<file path="config.mk">
export PLATFORM = sky130hd
export DESIGN_NAME = char_write_sync
export DESIGN_NICKNAME = d
export VERILOG_FILES = /design/src/rtl/apple1_term_pkg.sv /design/src/rtl/rise_detect.sv /design/src/rtl/char_write_sync.sv
export SDC_FILE = /design/constraint.sdc
export NUM_CORES = 1
export LEC_CHECK = 0
export BUFFER_PORTS_ARGS = -buffer_cell sky130_fd_sc_hd__buf_2
export CAP_MARGIN = 0
export CORE_AREA = 3 3 40 42
export CTS_BUF_LIST = sky130_fd_sc_hd__clkbuf_16
export CTS_CLUSTER_SIZE = 40
export DETAILED_ROUTE_END_ITERATION = 6
export DIE_AREA = 0 0 43 45
export PLACE_DENSITY = 0.74
export SYNTH_ARGS = -nofsm -noshare
export SYNTH_HDL_FRONTEND = slang
export SYNTH_SLANG_ARGS = --single-unit
</file>
<file path="constraint.sdc">
create_clock -name clk -period 4.1 [get_ports clk]
set_input_delay 0.41 -clock clk [delete_from_list [all_inputs] [get_ports clk]]
set_output_delay 0.41 -clock clk [all_outputs]
set_load 0.05 [all_outputs]
</file>
<file path="src/rtl/apple1_term_pkg.sv">
`default_nettype none
// ============================================================================
// Module      : apple1_term_pkg
// Description : Shared types and default constants for the Apple-1 video
//               terminal host write path.
// Revision    : 1.0 - initial release
// ============================================================================
package apple1_term_pkg;

   // Default character code width (ASCII; bit 7 is dropped upstream)
   localparam int DEF_DATA_W = 7;

   // Carriage return: written as a line advance rather than a glyph
   localparam logic [DEF_DATA_W-1:0] DEF_CR_CODE = 7'h0D;

   // Lowest printable code; anything below it other than CR is discarded
   localparam logic [DEF_DATA_W-1:0] DEF_SP_CODE = 7'h20;

   // Host write handshake states
   typedef enum logic [1:0] {
      IDLE    = 2'd0,
      ARMED   = 2'd1,
      WRITE   = 2'd2,
      RELEASE = 2'd3
   } wr_state_t;

endpackage : apple1_term_pkg
`default_nettype wire

</file>
<file path="src/rtl/rise_detect.sv">
`default_nettype none
// ============================================================================
// Module      : rise_detect
// Description : 1-bit rising-edge detector. The previous input level is held
//               in a register; the rise output is high for the cycle in which
//               the input is 1 and was 0 on the previous clock.
// Revision    : 1.0 - initial release
// ============================================================================
module rise_detect (
   input  logic clk,
   input  logic reset,
   input  logic d,
   output logic rise
);

   logic r_d_q;

   // Track the previous level of the input; cleared so a level already high
   // when reset releases is seen as a fresh rise.
   always_ff @(posedge clk) begin
      if (reset) begin
         r_d_q <= 1'b0;
      end else begin
         r_d_q <= d;
      end
   end

   assign rise = d & ~r_d_q;

endmodule : rise_detect
`default_nettype wire

</file>
<file path="src/rtl/char_write_sync.sv">
`default_nettype none
// ============================================================================
// Module      : char_write_sync
// Description : Host-to-terminal character write handshake. Captures a code
//               on the rising edge of DA, waits for the scan timing's cursor
//               write window, issues a single write strobe and keeps RDA low
//               until the host drops DA.
// Revision    : 1.0 - initial release
// ============================================================================
module char_write_sync
   import apple1_term_pkg::*;
#(
   parameter int                DATA_W  = DEF_DATA_W,
   parameter logic [DATA_W-1:0] CR_CODE = DATA_W'(DEF_CR_CODE),
   parameter logic [DATA_W-1:0] SP_CODE = DATA_W'(DEF_SP_CODE)
) (
   input  logic              clk,
   input  logic              reset,
   input  logic              da,
   input  logic [DATA_W-1:0] din,
   input  logic              wr_window,
   output logic              rda,
   output logic              wr_en,
   output logic [DATA_W-1:0] wr_data,
   output logic              wr_is_cr
);

   wr_state_t r_state;
   wr_state_t w_state_nxt;
   logic      w_da_rise;
   logic      w_rda_nxt;
   logic      w_wr_en_nxt;
   logic      w_load;
   logic      w_is_cr_nxt;

   rise_detect u_da_rise (
      .clk   (clk),
      .reset (reset),
      .d     (da),
      .rise  (w_da_rise)
   );

   // Next-state and next-output decode. Every output is computed here one
   // cycle ahead and registered below, so no input reaches an output
   // combinationally. A window arriving on the capture edge is seen while
   // still in IDLE and therefore ignored.
   always_comb begin
      w_state_nxt = r_state;
      w_rda_nxt   = 1'b0;
      w_wr_en_nxt = 1'b0;
      w_load      = 1'b0;
      w_is_cr_nxt = wr_is_cr;
      case (r_state)
         IDLE: begin
            w_rda_nxt = 1'b1;
            if (w_da_rise) begin
               w_rda_nxt = 1'b0;
               if (din == CR_CODE) begin
                  w_load      = 1'b1;
                  w_is_cr_nxt = 1'b1;
                  w_state_nxt = ARMED;
               end else if (din >= SP_CODE) begin
                  w_load      = 1'b1;
                  w_is_cr_nxt = 1'b0;
                  w_state_nxt = ARMED;
               end else begin
                  // Non-printable control code: acknowledge but never write
                  w_state_nxt = RELEASE;
               end
            end
         end
         ARMED: begin
            if (wr_window) begin
               w_wr_en_nxt = 1'b1;
               w_state_nxt = WRITE;
            end
         end
         WRITE: begin
            w_state_nxt = RELEASE;
         end
         RELEASE: begin
            // Hold busy until DA drops so a held strobe yields one write only
            if (!da) begin
               w_rda_nxt   = 1'b1;
               w_state_nxt = IDLE;
            end
         end
         default: begin
            w_rda_nxt   = 1'b1;
            w_state_nxt = IDLE;
         end
      endcase
   end

   // State, handshake outputs and the character latch. The latch loads only
   // on an accepted capture so later din activity cannot disturb wr_data.
   always_ff @(posedge clk) begin
      if (reset) begin
         r_state  <= IDLE;
         rda      <= 1'b1;
         wr_en    <= 1'b0;
         wr_data  <= '0;
         wr_is_cr <= 1'b0;
      end else begin
         r_state  <= w_state_nxt;
         rda      <= w_rda_nxt;
         wr_en    <= w_wr_en_nxt;
         wr_is_cr <= w_is_cr_nxt;
         if (w_load) begin
            wr_data <= din;
         end
      end
   end

endmodule : char_write_sync
`default_nettype wire

</file>
==> run summary <==
Ys flop type = dfxtp_1
Yosys cell types = 20
Crit path time final = 1620 ps
Startpoint types = register
Hold Crit Depth = 3
Register bit count reported by yosys = 13
RePlAce Congestion = 0.742
Slew Limit Fails = 0
CTS clk-pin slew, worst paths = 40 ps
WP data arrival = 1780 ps
Max Cap Viol = 0
Internal Dissipation = 0.336 mW
Syn_nets = 87
Final net count = 109
Worst Hold Slack = 401 ps
Layout area overhead = 30.4%
# IOs = 21
Vias = 569
Clock Latency Late Sink = 240 ps
Switching share of power = 0.362
# setup viols final = 0
Number of synthesized flops with an enable pin = 0
WS Path Type = register to register
Post-DRT Antenna Nets = 0
Pwr dens = 659 mW/mm²
Seq/Total Area, Yosys = 0.424
Worst path slowest cell = a222oi_1
Leak = 0.372 nW
TritonCTS clock tree = yes
Cell Area, Synth = 613 µm²
Post-DP HPWL = 960 µm
Final worst path period share = 0.395
Core Region = 0.00128 mm²
Fmax = 617 MHz
Final number of hold-violating endpoints = 0
Bufs on Longest Clock Path = 2
DP Cell Count = 103
Syn. warnings = 0
Post-CTS Resized = 0
RSZ-0062 raised after global routing = false
Clock power frac = 0.341
Slew margin rel. = 0.629
Port bufs = 20
Die area = 0.00194 mm²
Antenna Cells = 0
Dpl ws = 2490 ps
Sink Count = 13
Outcome = complete, no violations
Mean Syn Cell Area = 8.64 µm²
Clk_skew = 1.02 ps
Crit. End Element = register
Initial Utilization = 0.477
Total track usage = 0.156
Most frequent cells in the layout = 20 x buf_2, 13 x dfxtp_1, 10 x a21oi_1
Psw = 0.191 mW
Most common cell after layout, fill and taps aside = buf_2
Share of layout cells above drive strength 1 = 0.283
Hold buffers post-CTS = 0
H-Tree Depth = 1
Routed WL per cell = 13.0 µm
First-pass GRT wire length = 2.21 mm
Row count = 13
1st-iter DRT viols = 16
Seq pwr share = 0.309
Peak supply drop = 0.320 mV
Num CTS Buffers = 3
DRC viols = 0
Critical path fanouts, max = 4
Worst-Margin Slew = 554 ps
First-pass DRT Iterations = 4
HP Class = primary input to register
Total Routed Length = 1.39 mm
Vias in the first global route = 522
Grt ovf = 0
R2r setup slk = 2480 ps
Die X = 43 µm
Required @ worst endpoint = 4260 ps
CP Cell Sequence = inv_1, ha_1, a222oi_1, nor2_1, a211oi_1
Vias per inst = 5.32
Cells on worst reg2reg path = 5
Comb pwr share = 0.350
Initial antenna violation count = 0
PnR worst setup slack = 2480 ps
Max incr delay on CP = 510 ps
Async SR Flop Fraction = 0
Finished Layout Cells = 107
Syn Inst Count = 71
Post-Route Setup TNS = 0 ps
Clk Tree Root Cell = clkbuf_16
Largest net degree at the start of global routing = 14
# Post-CTS Setup Buffers = 0
Die H = 45 µm
==> cells in the mapped netlist (2+ instances only) <==
| cell type | instances | area share |
|---|---|---|
| nor2_1 | 9 | 0.055 |
| a21oi_1 | 10 | 0.082 |
| a211oi_1 | 2 | 0.024 |
| inv_1 | 4 | 0.024 |
| nand3b_1 | 5 | 0.061 |
| nand2_1 | 3 | 0.018 |
| ha_1 | 5 | 0.10 |
| dfxtp_1 | 13 | 0.42 |
| clkbuf_1 | 3 | 0.018 |
| o21ai_0 | 7 | 0.057 |
==> cell families after synthesis <==
group | synth area share
AND/OR/NAND/NOR | 0.194
AO/OA/AOI/OAI | 0.220
adder cells (fa/ha/maj) | 0.102
flip-flops | 0.424
multiplexers | 0.0163
buffers and inverters | 0.0428
==> critical path, delay by kind of cell, from the launching register on <==
| family | cells | cell delay [ps] |
|---|---|---|
| AND/OR/NAND/NOR | 1 | 80 |
| AO/OA/AOI/OAI | 2 | 720 |
| flip-flops | 1 | 390 |
| buffers and inverters | 1 | 110 |
| adder cells (fa/ha/maj) | 1 | 250 |
==> power by group through the flow <==
stage	clock (mW)	combinational [mW]	sequential (mW)
after global placement	0	0.179	0.163
after floorplan	0	0.0912	0.215
after CTS	0.183	0.185	0.163
after global routing	0.189	0.200	0.166
final	0.180	0.184	0.163
after detailed placement	0	0.182	0.165
==> registers in the layout, indices dropped and copies added, names as in the netlist <==
name	count
rda	1
u_da_rise.r_d_q	1
wr_data	7
wr_is_cr	1
wr_en	1
r_state	2
==> per-layer routing <==
layer | GRT usage | up-vias | share of wire
li1 | - | 290 | -
met3 | 0.0598 | 2 | 0.061
met5 | 0 | - | 0
met1 | 0.174 | 259 | 0.42
met2 | 0.266 | 18 | 0.51
met4 | 0.0723 | 0 | 0.0079
==> cell type report <==
type	count	area (µm²)
Fill cell	122	485
Multi-Input combinational cell	51	327
Sequential cell	13	260
Timing Repair Buffer	20	100
Clock buffer	3	75.1
Tap cell	15	18.8
Inverter	4	15.0
Clock inverter	1	3.75
==> worst paths after layout <==
| kind | from | end |
|---|---|---|
| worst max-delay path | r_state[0] | r_state[1] |
| worst max register to register | r_state[0] | r_state[1] |
| worst min register to register | wr_data[3] | wr_data[3] |
| worst min-delay path | wr_window | wr_en |
==> stage by stage <==
| stage | utilization | cell area [µm²] | total power, mW |
|---|---|---|---|
| 6_report | 0.622 | 800 | 0.527 |
| 2_1_floorplan | - | 613 | 0.306 |
| 3_5_place_dp | 0.561 | 721 | 0.347 |
| 5_1_grt | 0.622 | 800 | 0.555 |
| 3_3_place_gp | 0.561 | 721 | 0.343 |
| 4_1_cts | 0.622 | 800 | 0.531 |
No activity file was read; power rests on OpenSTA's default activity.
